==> config.mk <==
export PLATFORM = sky130hd
export DESIGN_NAME = spi_reg_master
export DESIGN_NICKNAME = d
export VERILOG_FILES = /design/src/rtl/spi_reg_master.sv
export SDC_FILE = /design/constraint.sdc
export NUM_CORES = 1
export LEC_CHECK = 0
export CAP_MARGIN = 20
export CELL_PAD_IN_SITES_DETAIL_PLACEMENT = 1
export CELL_PAD_IN_SITES_GLOBAL_PLACEMENT = 1
export CORE_ASPECT_RATIO = 0.9
export CORE_MARGIN = 2
export CORE_UTILIZATION = 37
export CTS_BUF_LIST = sky130_fd_sc_hd__clkbuf_16
export CTS_CLUSTER_DIAMETER = 200
export CTS_CLUSTER_SIZE = 8
export DETAILED_ROUTE_END_ITERATION = 12
export GPL_TIMING_DRIVEN = 0
export PLACE_DENSITY_LB_ADDON = 0.1
export SLEW_MARGIN = 20
export SYNTH_ARGS = -nofsm -noshare
export SYNTH_HDL_FRONTEND = slang
export SYNTH_SLANG_ARGS = --single-unit
==> constraint.sdc <==
create_clock -name clk -period 1.81 [get_ports clk]
set_input_delay 0.181 -clock clk [delete_from_list [all_inputs] [get_ports clk]]
set_output_delay 0.181 -clock clk [all_outputs]
set_load 0.005 [all_outputs]
==> src/rtl/spi_reg_master.sv <==
// SPI mode-3 initiator for the 40-bit register-access frame {wr_data, rw, addr}.
// SCK, MOSI and CS are registered outputs derived from the system clock.
module spi_reg_master #(
  parameter int CLK_DIV  = 4,
  parameter int CS_SETUP = 2,
  parameter int CS_HOLD  = 2,
  parameter int CS_IDLE  = 4
) (
  input  logic        clk,
  input  logic        rst,
  input  logic        start,
  input  logic        rw,
  input  logic [6:0]  addr,
  input  logic [31:0] wr_data,
  output logic        busy,
  output logic        done,
  output logic [31:0] rd_data,
  output logic        sck,
  output logic        mosi,
  input  logic        miso,
  output logic        cs_n
);

  typedef enum logic [2:0] {
    IDLE,
    SETUP,
    BIT_LO,
    BIT_HI,
    HOLD,
    GAP
  } state_t;

  localparam logic [15:0] SETUP_LAST = 16'(CS_SETUP - 1);
  localparam logic [15:0] HALF_LAST  = 16'(CLK_DIV - 1);
  localparam logic [15:0] HOLD_LAST  = 16'(CS_HOLD - 1);
  localparam logic [15:0] IDLE_LAST  = 16'(CS_IDLE - 1);

  state_t      state;
  logic [15:0] cnt;
  logic [5:0]  bit_cnt;
  logic [39:0] tx;
  logic [39:0] rx;

  // cnt times every phase; bit_cnt tracks which of the 40 bits is on the wire.
  always_ff @(posedge clk) begin
    done <= 1'b0;
    if (rst) begin
      state   <= IDLE;
      cnt     <= '0;
      bit_cnt <= '0;
      tx      <= '0;
      rx      <= '0;
      busy    <= 1'b0;
      done    <= 1'b0;
      rd_data <= '0;
      sck     <= 1'b1;
      mosi    <= 1'b0;
      cs_n    <= 1'b1;
    end else begin
      case (state)
        IDLE: begin
          if (start) begin
            tx      <= {wr_data, rw, addr};
            bit_cnt <= '0;
            cnt     <= '0;
            cs_n    <= 1'b0;
            busy    <= 1'b1;
            state   <= SETUP;
          end
        end
        SETUP: begin
          if (cnt == SETUP_LAST) begin
            cnt   <= '0;
            sck   <= 1'b0;
            mosi  <= tx[39];
            state <= BIT_LO;
          end else begin
            cnt <= cnt + 16'd1;
          end
        end
        BIT_LO: begin
          if (cnt == HALF_LAST) begin
            cnt   <= '0;
            sck   <= 1'b1;
            rx    <= {rx[38:0], miso};
            state <= BIT_HI;
          end else begin
            cnt <= cnt + 16'd1;
          end
        end
        BIT_HI: begin
          if (cnt == HALF_LAST) begin
            cnt <= '0;
            // The final bit leaves SCK high so the frame ends on a rising edge.
            if (bit_cnt == 6'd39) begin
              state <= HOLD;
            end else begin
              sck     <= 1'b0;
              tx      <= {tx[38:0], 1'b0};
              mosi    <= tx[38];
              bit_cnt <= bit_cnt + 6'd1;
              state   <= BIT_LO;
            end
          end else begin
            cnt <= cnt + 16'd1;
          end
        end
        HOLD: begin
          if (cnt == HOLD_LAST) begin
            cnt     <= '0;
            cs_n    <= 1'b1;
            mosi    <= 1'b0;
            done    <= 1'b1;
            rd_data <= rx[39:8];
            state   <= GAP;
          end else begin
            cnt <= cnt + 16'd1;
          end
        end
        GAP: begin
          if (cnt == IDLE_LAST) begin
            cnt   <= '0;
            busy  <= 1'b0;
            state <= IDLE;
          end else begin
            cnt <= cnt + 16'd1;
          end
        end
        default: state <= IDLE;
      endcase
    end
  end

endmodule

==> impl_summary.txt, run 1 <==
----------------------------------------------------
[Outcome]
  Run status ... complete, but fails checks
  Violated checks ... negative setup slack

[Placed design]
  Setup slack after placement ... -617.0 ps
  Detail Placement HPWL ... approximately 11 mm
  Number of input and output port buffers inserted ... 79
  Weighted congestion reported at the end of routability-driven placement ... 0.7720
  Placed cell areas ... 6741 um^2

[Final layout]
  Count of nets after finishing ... 851
  Number of inserted diodes ... 0
  Post-route standard cell area excluding fillers ... 8532 um^2
  Commonest non-fill, non-tap cells in the layout ... nand2_1, dfxtp_1, clkdlybuf4s50_1
  Area grow syn2layout ... 50.10%
  Most frequent standard cell in the layout excluding fill and tap cells ... nand2_1
  Combined area of the multi-input logic cells ... slightly above 3000 um^2
  Utilization after layout ... 57.37%
  Sequential standard cell area ... about 2900 um^2
  Total of fill cells in the finished design ... 1630
  Ratio of cells with drive above 1 in the final layout ... about 26%

[Timing]
  Max-slew violation count ... 0
  Final Hold Viols ... 0
  Total Neg Setup Slack ... -3886 ps
  Worst setup skew after layout ... 6.518 ps
  Ratio of final minimum period to clock period ... 107.2%
  Post-route setup slack ... -129.7 ps
  Final setup viols ... 95
  Remaining max-slew budget at the tightest pin ... 50.74%
  Slew @ Worst Pin ... between 700 and 800 ps
  Peak clock frequency supported by timing ... between 500 and 600 MHz
  Final period demand of the worst path ... around 1900 ps
  Setup repair after global routing missed its margin ... yes

[Synthesis]
  Synth Area in XOR/XNOR ... 2.003%
  Cell area after synthesis ... roughly 5700 um^2
  Post-synthesis adder-cell area fraction ... less than 1%
  Mux cell area share after synthesis ... less than 1%
  Distinct cell type count of the synthesized netlist ... between 40 and 50
  Ys flop type ... dfxtp_1
  Number of instances in the synthesized netlist ... 665
  Nets in the synthesized netlist ... between 700 and 800
  Number of register bits inferred by synthesis ... 142
  Proportion of synthesized chip area in sequential cells ... 50.01%
  Synth Warn # ... 0
  Fraction of the mapped netlist area in compound gates ... 18.42%
  Asr flop ratio synth ... 0%
  Per-instance average area after synthesis ... 8.548 um^2
  Share of the synthesized area in the top cell type ... 50.01%
  Dominant combinational cell family by area after synthesis ... simple AND/OR/NAND/NOR gates
  Area share of and/or/nand/nor cells after synthesis ... 23.77%
  Largest area contributor in the synthesized netlist ... dfxtp_1
  Number of enable-type register cells in the synthesized netlist ... 0
  Cell types occupying the most area after synthesis ... dfxtp_1, nand2_1, a311oi_1

[Routing]
  Antenna viol nets, final ... 0
  First DRT Iteration DRCs ... 258
  Per-cell via count in the routed design ... about 5.3
  Number of design rule violations left after detail routing ... 0
  Drt pass-1 iters ... 4
  Detail-routed net length per standard cell ... 17.91 um
  Routed vias ... 5385
  Wire length after detailed routing ... 18.18 mm

[Power and ir drop]
  Combinational share of power ... 25.5%
  P_int ... 7.205 mW
  Power spent charging and discharging nets ... 3.014 mW
  Worst voltage drop across the vdd grid ... ~0.7 mV
  Pwr per Cell Area ... 1198 nW/um^2
  Register share of total power ... approximately 37%
  Leakage power figure ... 3.333 nW
  Clk network pwr share ... 37.6%
  Switching part of the total power ... 29.49%

[Setup path]
  FF-to-FF End ... state[0]
  CP dominant cell by count ... buf_6
  Reg-to-reg startpoint ... cnt[5]
  Arrival time worst endpoint ... 2290 ps
  Delay-heaviest family, CP ... simple AND/OR/NAND/NOR gates
  FF-to-FF setup slack ... -130 ps
  Data required time of the critical path ... 2160 ps
  Element type at the critical path end ... flop
  Critical Path Source Type ... flop
  Peak per-stage delay on the critical path ... between 300 and 400 ps
  Logic depth of the worst register-to-register path ... 8
  CP Buf/Inv Count ... 3
  Critical path type ... flop to flop
  Crit-path cells ... nor4_4 > buf_4 > and4_1 > buf_6 > o22ai_4 > buf_6 > or3_4 > a21oi_2
  Cell at the slowest stage of the critical path ... dfxtp_4
  CP max FO ... 5

[Global route]
  Antenna violations before repair ... 0
  Number of global-route vias before repair ... approximately 5400
  Largest net degree at the start of global routing ... 17
  Global Route Usage Sum ... 20.55%
  First-pass GRT wire length ... 26.92 mm
  Total congestion overflow ... 0

[Clocking]
  CTS tree ... built
  Clock latency at the later pin of the worst-skew pair ... 430 ps
  Number of clock sinks ... 142
  Clock Pin Slew Worst Setup and Hold Paths ... 60 ps
  H-tree lvl count ... 4
  TritonCTS buffer count ... 17
  Clock root cell ... clkbuf_16
  Maximum clock path buffer count ... 2
  Hold buffers post-CTS ... 0

[Min path]
  Instance count along the most critical hold path ... 3
  End point of the most critical hold path ... tx[11]
  Critical hold path startpoint ... wr_data[3]
  Hold WC Path Type ... primary input to flop

[Die]
  Die Footprint ... about 16000 um^2
  Effective utilization at floorplan ... 38.22%
  IO Pins ... 81
  Die height ... 121.6 um
  Rows ... 42
  CORE AREA ... between 10000 and 15000 um^2
  Horizontal die dimension ... 134.7 um

[Job]
  # Max-Cap Violations ... 0

----------------------------------------------------
flip-flops by register name, summed over array words and instances (netlist names):
signal   flops
sck          1
rx          40
tx          40
cnt         16
state        3
mosi         1
done         1
cs_n         1
bit_cnt      6
rd_data     32
busy         1
kinds of logic after synthesis:
logic type | after synthesis
DFF | 142
AOI/OAI and AO/OA | 142
xor gates and xnor gates | 13
buffers and inverters | 58
muxes | 4
adders and majority gates | 3
and+or+nand+nor | 303
repair_timing:
item / 4_1_cts / 5_1_grt
buffers inserted: 24 / 12
pin swaps: 15 / 86
resized for setup: 71 / 155
setup endpoints to repair: 140 / 139
cloned: 0 / 7
area by class of cell:
type / count / area share (%)
multi-input cells: 465 / 35.81
flip-flops and latches: 142 / 33.66
repair buffers: 122 / 14.81
clock buffers: 17 / 4.986
plain buffers: 50 / 4.986
well taps: 198 / 2.904
clock inverters: 15 / 2.581
inverters: 6 / 0.2640
power by group through the flow:
stage	sequential [mW]	combinational [mW]	clock [mW]
3_5_place_dp	3.81	1.77	0
2_1_floorplan	3.75	1.26	0
6_report	3.78	2.61	3.84
4_1_cts	3.76	2.15	3.89
5_1_grt	3.83	2.86	4.05
3_3_place_gp	3.79	1.70	0
cells in the mapped netlist, types with 3 or more instances:
cell / n
and3_1: 4
a21oi_1: 48
clkbuf_1: 34
o21ai_0: 4
xor2_1: 8
nand4_1: 9
dfxtp_1: 142
a22o_1: 32
mux2i_1: 4
nor2_1: 69
nand3b_1: 3
a31oi_1: 6
nor3b_1: 3
nor3_1: 3
ha_1: 3
buf_2: 15
nand3_1: 11
and4_1: 6
nand2_1: 172
or3_1: 7
a311oi_1: 39
inv_1: 6
xnor2_1: 5
nand2b_1: 3
how the worst max path moves through the flow:
stage / startpoint / endpoint / cells after the start
final: cnt[5] / state[0] / 8
after global routing: state[2] / cnt[3] / 8
after CTS: cnt[9] / cnt[7] / 8
after detailed placement: cnt[1] / rd_data[14] / 7
after global placement: cnt[1] / rd_data[7] / 7
after floorplan: cnt[1] / rd_data[10] / 7
layer usage:
layer / GRT usage, % / vias up / part of all wire [%] / routed length (um)
li1: - / 2612 / - / -
met1: 26.75 / 2655 / 46 / 8340
met2: 34.33 / 91 / 49 / 8955
met3: 4.578 / 27 / 3.0 / 542
met4: 5.987 / 0 / 1.9 / 342
met5: 0 / - / 0 / 0
through the flow:
stage | cells | hold WS (ps) | total power, mW
floorplan | 665 | 321.5 | 5.010
global placement | 942 | 438.9 | 5.488
detailed placement | 942 | 443.9 | 5.581
CTS | 996 | 317.5 | 9.804
global route | 1015 | 336.5 | 10.73
finish | 1015 | 333.7 | 10.22
worst reg2reg max path, delay by kind of cell, from the launching register on:
| kind | cells | cell delay, ps |
|---|---|---|
| DFF | 1 | 360 |
| and+or+nand+nor | 3 | 860 |
| AOI/OAI and AO/OA | 2 | 190 |
| buffers and inverters | 3 | 450 |
(Power assumes the default switching activity.)
==> run 2: changes to the inputs <==
--- a/config.mk
+++ b/config.mk
@@ -12,7 +12,6 @@
 export CORE_MARGIN = 2
 export CORE_UTILIZATION = 37
 export CTS_BUF_LIST = sky130_fd_sc_hd__clkbuf_16
-export CTS_CLUSTER_DIAMETER = 200
 export CTS_CLUSTER_SIZE = 8
 export DETAILED_ROUTE_END_ITERATION = 12
 export GPL_TIMING_DRIVEN = 0
==> results of run 2 <==
No change in the layout: final DEF, timing and power equal those of run 1.
